==> config.mk <==
export PLATFORM = sky130hd
export DESIGN_NAME = catch_buffer_arbiter
export DESIGN_NICKNAME = d
export VERILOG_FILES = /design/src/rtl/catch_ctrl_pkg.sv /design/src/rtl/rr_arbiter.sv /design/src/rtl/catch_buffer_arbiter.sv
export SDC_FILE = /design/constraint.sdc
export NUM_CORES = 1
export LEC_CHECK = 0
export BUFFER_PORTS_ARGS = -buffer_cell sky130_fd_sc_hd__buf_2
export CORE_AREA = 2 2 118 120
export CTS_BUF_LIST = sky130_fd_sc_hd__clkbuf_8 sky130_fd_sc_hd__clkbuf_16
export CTS_CLUSTER_SIZE = 8
export DETAILED_ROUTE_END_ITERATION = 7
export DIE_AREA = 0 0 120 122
export HOLD_SLACK_MARGIN = 0.05
export MAX_ROUTING_LAYER = met4
export PLACE_DENSITY = 0.62
export SYNTH_ARGS = -nofsm -noshare
export SYNTH_HDL_FRONTEND = slang
export SYNTH_SLANG_ARGS = --single-unit
export TNS_END_PERCENT = 30
==> constraint.sdc <==
create_clock -name clk -period 4.64 [get_ports clk]
set_clock_uncertainty 0.05 [all_clocks]
set_input_delay 1.392 -clock clk [delete_from_list [all_inputs] [get_ports clk]]
set_output_delay 1.392 -clock clk [all_outputs]
set_load 0.01 [all_outputs]
==> src/rtl/catch_ctrl_pkg.sv <==
// catch_ctrl_pkg: state encoding and default geometry shared by the catch buffer sequencer and arbiter.
package catch_ctrl_pkg;
   typedef enum logic [1:0] {IDLE, CLEAR, CATCH, SERVE} state_t;
   localparam int DEF_CATCH_NUM = 100;
   localparam int DEF_CATCH_NUM_WIDTH = $clog2(DEF_CATCH_NUM);
   localparam int DEF_NREQ = 3;
   function automatic int ptr_width(input int n);
      return n > 1 ? $clog2(n) : 1;
   endfunction
endpackage

==> src/rtl/rr_arbiter.sv <==
// rr_arbiter: picks the first active request at or above rr_ptr, wrapping modulo NREQ.
module rr_arbiter #(
   parameter int NREQ = 3,
   parameter int PW = NREQ > 1 ? $clog2(NREQ) : 1
) (
   input  logic [NREQ-1:0] req,
   input  logic [PW-1:0]   rr_ptr,
   output logic [NREQ-1:0] gnt,
   output logic [PW-1:0]   winner
);
   always_comb begin
      winner = '0;
      for (int k = NREQ - 1; k >= 0; k--)
         if (req[(int'(rr_ptr) + k) % NREQ]) winner = PW'((int'(rr_ptr) + k) % NREQ);
      gnt = (|req) ? NREQ'(1) << winner : '0;
   end
endmodule

==> src/rtl/catch_buffer_arbiter.sv <==
// catch_buffer_arbiter: clears and fills the catch buffer with CATCH_NUM samples,
// then shares its single read port among NREQ requesters round-robin.
module catch_buffer_arbiter
   import catch_ctrl_pkg::*;
#(
   parameter int CATCH_NUM = DEF_CATCH_NUM,
   parameter int CATCH_NUM_WIDTH = $clog2(CATCH_NUM),
   parameter int N = 64,
   parameter int Q = 15,
   parameter int NREQ = DEF_NREQ
) (
   input  logic                            clk,
   input  logic                            rst,
   input  logic                            start,
   output logic                            busy,
   output logic                            done,
   input  logic                            src_valid,
   input  logic [N-1:0]                    src_data,
   output logic                            src_ready,
   output logic                            buf_rst,
   output logic                            buf_catch_en,
   output logic [N-1:0]                    buf_catch_data,
   output logic [CATCH_NUM_WIDTH-1:0]      buf_index,
   input  logic [N-1:0]                    buf_fixed_point,
   input  logic [NREQ-1:0]                 req,
   input  logic [NREQ*CATCH_NUM_WIDTH-1:0] req_index,
   output logic [NREQ-1:0]                 gnt,
   output logic [NREQ-1:0]                 rd_valid,
   output logic [N-1:0]                    rd_data,
   output logic                            rd_err
);
   localparam int W = CATCH_NUM_WIDTH;
   localparam int PW = ptr_width(NREQ);
   localparam logic [W-1:0] LAST = W'(CATCH_NUM - 1);

   // Q only tells consumers how to read the samples; nothing here does arithmetic on them.
   if (Q >= N) begin : g_q_exceeds_sample
   end

   state_t          state;
   logic [W-1:0]    count;
   logic [W-1:0]    sel_idx;
   logic [PW-1:0]   rr_ptr;
   logic [PW-1:0]   winner;
   logic [NREQ-1:0] arb_gnt;
   logic            granted;
   logic            oor;
   logic            last_beat;

   rr_arbiter #(.NREQ(NREQ), .PW(PW)) u_arb (
      .req    (req),
      .rr_ptr (rr_ptr),
      .gnt    (arb_gnt),
      .winner (winner)
   );

   assign busy           = state == CLEAR || state == CATCH;
   assign buf_rst        = state == CLEAR;
   assign src_ready      = state == CATCH;
   assign buf_catch_en   = src_ready && src_valid;
   assign buf_catch_data = src_data;
   assign last_beat      = buf_catch_en && count == LAST;
   assign done           = last_beat;
   // A restart request in SERVE suppresses new grants so no read straddles the clear.
   assign gnt            = state == SERVE && !start ? arb_gnt : '0;
   assign granted        = |gnt;
   assign sel_idx        = req_index[int'(winner)*W +: W];
   assign oor            = sel_idx > LAST;
   assign buf_index      = granted && !oor ? sel_idx : '0;

   always_ff @(posedge clk or negedge rst) begin
      if (!rst) begin
         state    <= IDLE;
         count    <= '0;
         rr_ptr   <= '0;
         rd_valid <= '0;
         rd_err   <= 1'b0;
         rd_data  <= '0;
      end else begin
         rd_valid <= gnt;
         rd_err   <= granted && oor;
         if (granted) begin
            rd_data <= oor ? '0 : buf_fixed_point;
            rr_ptr  <= winner == PW'(NREQ - 1) ? '0 : winner + 1'b1;
         end
         if (state == CLEAR) count <= '0;
         else if (buf_catch_en) count <= count + 1'b1;
         case (state)
            IDLE:    if (start) state <= CLEAR;
            CLEAR:   state <= CATCH;
            CATCH:   if (last_beat) state <= SERVE;
            default: if (start) state <= CLEAR;
         endcase
      end
   end
endmodule

==> results of run 1 <==
-- state kept, by name (all words and copies together) (netlist names) --
register,cells
rr_ptr,2
rd_data,64
state,2
rd_err,1
count,7
rd_valid,3
-- cell families after synthesis --
logic type,count (synthesis)
fa+ha+maj,8
xor+xnor,4
mux,9
compound gates,100
simple gates,44
buf+inv,88
flops,79
-- cell usage after synthesis (6+ instances only) --
library cell  instances  area share
ha_1                  8       0.026
o2bb2ai_1             6       0.013
dfrtp_1              79        0.50
buf_6                 7       0.020
nor2_1               10      0.0096
buf_4                64        0.12
a22o_1               64        0.14
mux2i_1               9       0.023
buf_2                 6      0.0077
and2_1                7       0.011
inv_1                 6      0.0057
nand2_1               7      0.0067
o21ai_0               7      0.0089
a21oi_1               6      0.0077
-- layout by cell type (no fill, tap or decap), types with 3 or more instances in the layout --
cell type	n
a21o_1	3
buf_4	9
and2_1	7
a22o_1	64
clkbuf_16	9
buf_2	173
mux2i_1	9
o21ai_0	7
nor3_1	3
ha_1	8
xor2_1	3
nand2_1	7
nor2_1	10
inv_1	6
a21oi_1	6
o2bb2ai_1	6
dfrtp_1	79
-- area by class of cell --
cell class / count / area [um^2] / share of cell area
Inverter: 6 / 22.5 / 0.00468
Clock buffer: 9 / 225 / 0.0468
Timing Repair Buffer: 183 / 953 / 0.198
Clock inverter: 6 / 86.3 / 0.0179
Tap cell: 180 / 225 / 0.0468
Sequential cell: 79 / 1980 / 0.411
Multi-Input combinational cell: 165 / 1320 / 0.275
-- through the flow --
step	TNS, ps	util	instance area (um^2)
6_report	0	0.356	4810
5_1_grt	-38.2	0.356	4810
4_1_cts	0	0.356	4810
3_5_place_dp	0	0.333	4500
3_3_place_gp	0	0.333	4500
2_1_floorplan	0	-	3920
-- worst max-delay path by stage --
stage / depth (start not counted) / from / slack (ps) / to
final: 9 / req[0] / 180 / buf_index[2]
after global routing: 9 / req[0] / -20 / buf_index[6]
after CTS: 9 / req[2] / 150 / buf_index[5]
after detailed placement: 9 / req[2] / 150 / buf_index[5]
after global placement: 8 / req[1] / 230 / buf_index[5]
after floorplan: 7 / req[1] / 410 / buf_index[5]
-- power groups by stage --
stage / registers, mW / clock network [mW] / logic (mW)
final: 1.10 / 0.743 / 1.28
after global routing: 1.13 / 0.808 / 1.40
after CTS: 1.10 / 0.771 / 1.30
after detailed placement: 1.09 / 0 / 1.30
after global placement: 1.10 / 0 / 1.27
after floorplan: 1.20 / 0 / 0.775
-- worst register-to-register path: stages (launching register included) --
cell,delay [ps]
dfrtp_1,390
inv_1,90
ha_1,300
nand2_2,100
a2111oi_4,340
o221ai_2,210
nand2_1,180
buf_4,180
a21o_2,500
buf_12,310
a22o_1,180
-- per-layer routing --
layer  vias up  global-route usage  part of all wire
met1      1437               0.161              0.38
li1       1360                   -                 -
met3        27              0.0576              0.10
met2       196               0.221              0.49
met5         -                   -                 0
met4         0              0.0713             0.028
==> flow_summary_export.csv, run 1 <==
group,metric,value,unit
grt,grt_pass1_wl,15.7,mm
detailed_routing,wl_per_cell,16.7,um
yosys,synth_nets,496,
finish,finalNonFillerCells,628,
flow_run,cap_viol_max_count,0,
yosys,synth-main-ff-cell,"dfrtp_1",
detailed_routing,ant_nets,0,
timing,maxSlewHeadroom,0.335,
power_and_ir_drop,power_leakage,2.55,nW
placement,dp_cells,613,
floorplanning,die_w,120,um
yosys,ys_seq_elements,79,
worst_setup_path,crit_chain,"buf_2 > nor3b_1 > nor3_1 > nor2_1 > buf_4 > mux2i_1 > o2bb2ai_1 > and2_1 > buf_2",
worst_setup_path,rr_worst_depth,10,
finish,fill_cells,1355,
power_and_ir_drop,power,3.12,mW
power_and_ir_drop,clkPwrFrac,0.238,
worst_setup_path,cp.arrival,3020,ps
grt,overflow,0,
yosys,netlist_instances,332,
timing,finalHoldViolCount,0,
power_and_ir_drop,internal_power,2.02,mW
worst_setup_path,worstSetupPathType,"primary input to output pin",
grt,antenna_found_initial,0,
power_and_ir_drop,swShare,0.353,
yosys,synth_area_per_cell,11.8,um^2
grt,grt_max_degree,80,
min_path,hold_path.class,"register to register",
cts,cts_buffer_depth,2,
worst_setup_path,path_delay_family,"simple AND/OR/NAND/NOR gates",
placement,dp_slack,154,ps
yosys,synth_seq_area_share,0.504,
yosys,yosys_warnings,0,
min_path,hold_end,"rd_data[32]",
cts,clk_pin_slew_worst_paths,60,ps
cts,htree_levels,3,
yosys,synth-async-reset-ratio,1.00,
cts,cts_tree,"done",
yosys,synth_compound_area_frac,0.218,
yosys,yosysUniqueCellTypes,44,
worst_setup_path,r2r_setup_slack,1760,ps
timing,min_period,4460,ps
power_and_ir_drop,p_per_area,649,nW/um^2
timing,holdWs,445,ps
detailed_routing,totalWireLength,10.5,mm
detailed_routing,viasPerCell,4.81,
cts,cts_buffers,9,
floorplanning,dieHeight,122,um
yosys,synth_edf_count,0,
floorplanning,die-area,14600,um^2
worst_setup_path,cp_max_fo,7,
cts,cts.sinks,79,
power_and_ir_drop,switchingPower,1.10,mW
cts,holdBufCountCts,0,
timing,drv_slew,0,
yosys,synth_top_family_by_area,"compound AO/OA/AOI/OAI gates",
detailed_routing,drc,0,
worst_setup_path,critPathMaxStageDelay,380,ps
power_and_ir_drop,p_comb_frac,0.411,
detailed_routing,vias,3020,
yosys,synthMuxAreaShare,0.0230,
grt,grt_pass1_vias,2970,
worst_setup_path,r2r-start,"rr_ptr[0]",
worst_setup_path,cp_common_cell,"buf_2",
floorplanning,core,13500,um^2
cts,clock_latency,340,ps
finish,area_delta_synth_final,22.6,%
floorplanning,initial_core_util,0.291,
detailed_routing,drtIter0Drc,90,
placement,place_congestion,0.799,
timing,tightestPinTransition,998,ps
yosys,synth_simple_gate_area_frac,0.0596,
worst_setup_path,cp-start-kind,"primary input",
cts,cts-resized-gates,0,
floorplanning,rows,43,
finish,nNetsFinal,608,
worst_setup_path,worstReg2RegEnd,"rd_data[51]",
cts,ctsRootBufferMaster,"clkbuf_16",
power_and_ir_drop,pwr-share-seq,0.351,
power_and_ir_drop,ir_drop,240,uV
timing,setup_viol,0,
min_path,min_path_cells,1,
timing,setup_ws,183,ps
grt,grt_use_total,0.143,
placement,hpwl,7.91,mm
yosys,synthAdderAreaFrac,0.0255,
cts,post_cts_buffers,0,
outcome,outcome,"complete, no violations",
yosys,syn_area,3920,um^2
finish,diodes,0,
detailed_routing,drt_first_pass_iters,4,
finish,layout-drive-gt1-share,0.460,
worst_setup_path,slowest_stage,"nor2_1",
yosys,synth-xor-area-share,0.00893,
placement,numPortBuffers,174,
floorplanning,ioPinCount,303,
timing,fmax,224,MHz
timing,rsz0062_at_grt,"yes",
worst_setup_path,crit_required,3200,ps
worst_setup_path,endpoint_kind,"output pin",
worst_setup_path,crit_buf_inv,3,
timing,period_share,0.961,
min_path,hold_path.startpoint,"rd_data[32]",
No activity file was read; power rests on OpenSTA's default activity.
==> run 2: changes to the inputs <==
--- a/constraint.sdc
+++ b/constraint.sdc
@@ -4,2 +4,2 @@
 set_output_delay 1.392 -clock clk [all_outputs]
-set_load 0.01 [all_outputs]
+set_load 0.005 [all_outputs]
==> run 2 against run 1 <==
Net effect: worst setup slack got worse by 56 ps; power about the same; utilization increased by 0.31 points; clock power up 15%; count of clock-buffer cells in the layout unchanged; register-to-register slack worse by 20 ps; cell count down 0.16%; non-clock buffer count decreased by 1; critical endpoint is now buf_index[5].
==> flow_summary_export.csv, run 2 (synthesis results as in run 1) <==
group,metric,value,unit
outcome,outcome,"complete, no violations",
cts,cts_buffer_depth,2,
floorplanning,core,13500,um^2
cts,cts_buffers,9,
cts,cts.sinks,79,
floorplanning,die-area,14600,um^2
power_and_ir_drop,internal_power,2.12,mW
power_and_ir_drop,power_leakage,2.57,nW
timing,timing.setup.tns,0,ps
power_and_ir_drop,swShare,0.321,
grt,grt_util_met2,0.227,
finish,layout-drive-gt1-share,0.461,
finish,final_common_cell,"buf_2",
placement,dp_slack,166,ps
timing,rsz0062_at_grt,"no",
detailed_routing,viasPerCell,4.82,
grt,grt_max_degree,80,
timing,period_share,0.973,
grt,busiest_layer,"met2",
cts,clock_latency,330,ps
worst_setup_path,crit_chain,"buf_2 > nand4b_1 > o21ai_0 > o221ai_2 > nand2_1 > buf_4 > a2bb2oi_1 > nor3b_1 > buf_2",
finish,diodes,0,
power_and_ir_drop,clkPwrFrac,0.272,
timing,finalHoldViolCount,0,
grt,overflow,0,
detailed_routing,ant_nets,0,
finish,nNetsFinal,607,
detailed_routing,drc,0,
placement,hpwl,7.97,mm
detailed_routing,drt_first_pass_iters,4,
finish,top_register,"rd_data",
timing,fmax,222,MHz
grt,grt_use_total,0.146,
worst_setup_path,cp_max_fo,9,
timing,setup_viol,0,
power_and_ir_drop,p_per_area,644,nW/um^2
grt,grtUsageMet1,0.164,
finish,largest_reg_flops,64,
worst_setup_path,cp_common_cell,"buf_2",
cts,clk_pin_slew_worst_paths,60,ps
detailed_routing,vias,3024,
worst_setup_path,cp.arrival,3070,ps
grt,grt_pass1_wl,16.0,mm
detailed_routing,totalWireLength,10.7,mm
cts,post_cts_buffers,0,
finish,area_delta_synth_final,23.7,%
timing,setup_ws,127,ps
placement,numPortBuffers,174,
floorplanning,rows,43,
worst_setup_path,critPathMaxStageDelay,320,ps
flow_run,cap_viol_max_count,0,
worst_setup_path,rr_worst_depth,10,
worst_setup_path,endpoint_kind,"output pin",
floorplanning,initial_core_util,0.291,
finish,reg_top3,"rd_data: 64 flops, count: 7 flops, rd_valid: 3 flops",
floorplanning,die_w,120,um
timing,maxSlewHeadroom,0.336,
worst_setup_path,crit_required,3200,ps
worst_setup_path,r2r_setup_slack,1740,ps
placement,place_congestion,0.787,
min_path,hold_path.class,"register to register",
timing,min_period,4510,ps
cts,cts_tree,"done",
min_path,min_path_cells,1,
timing,tightestPinTransition,996,ps
floorplanning,dieHeight,122,um
power_and_ir_drop,ir_drop,227,uV
power_and_ir_drop,switchingPower,1.00,mW
grt,grt_pass1_vias,2945,
worst_setup_path,slowest_stage,"o221ai_2",
finish,layout_common_cells,"173 x buf_2, 79 x dfrtp_1, 64 x a22o_1",
floorplanning,ioPinCount,303,
detailed_routing,drtIter0Drc,93,
finish,utilization,0.359,
worst_setup_path,worstSetupPathType,"primary input to output pin",
grt,antenna_found_initial,0,
detailed_routing,wl_per_cell,17.1,um
worst_setup_path,cp-start-kind,"primary input",
grt,globalRouteMet3Util,0.0501,
power_and_ir_drop,p_comb_frac,0.376,
power_and_ir_drop,pwr-share-seq,0.352,
cts,htree_levels,3,
timing,drv_slew,0,
cts,ctsRootBufferMaster,"clkbuf_16",
==> run 2: final timing paths <==
| kind | from | end |
|---|---|---|
| setup reg to reg | rr_ptr[0] | rd_data[54] |
| max in group asynchronous | rst | rd_data[9] |
| min in group asynchronous | rst | rd_data[42] |
| hold / removal | rd_data[22] | rd_data[22] |
| hold reg to reg | rd_data[22] | rd_data[22] |
| setup / recovery | req[2] | buf_index[5] |
==> run 2: routing by layer <==
layer	part of all wire	wire length, um	vias up
met5	0	0	-
met4	0.035	370	0
met3	0.10	1080	26
met1	0.38	4060	1453
met2	0.49	5200	191
li1	-	-	1354
==> run 2: layout make-up <==
cell class,count,area (um^2)
Clock buffer,9,225
Clock inverter,6,134
Fill cell,1372,8650
Inverter,6,22.5
Multi-Input combinational cell,165,1330
Sequential cell,79,1980
Tap cell,180,225
Timing Repair Buffer,182,946
==> run 2: through the flow <==
stage | cell area (um^2) | power (mW) | cells | hold WS (ps)
after floorplan | 3920 | 1.86 | 332 | 429
after global placement | 4490 | 2.26 | 612 | 427
after detailed placement | 4490 | 2.29 | 612 | 429
after CTS | 4850 | 3.16 | 627 | 449
after global routing | 4850 | 3.34 | 627 | 461
final | 4850 | 3.13 | 627 | 440
==> run 2: worst max-delay path: cells and delay by family <==
family | cells | cell delay (ps)
compound gates | 3 | 590
simple gates | 3 | 560
buf+inv | 3 | 520
==> run 2: power by group through the flow <==
stage                     Clock, mW  Combinational, mW  Sequential, mW
after floorplan                   0              0.748            1.11
after global placement            0               1.16            1.10
after detailed placement          0               1.19            1.10
after CTS                     0.879               1.18            1.10
after global routing          0.908               1.30            1.13
final                         0.852               1.17            1.10
==> run 2: what timing repair did <==
action | CTS | global route
gates resized for setup | 0 | 2
endpoints found under the setup margin | 0 | 5
hold buffers | 0 | 0
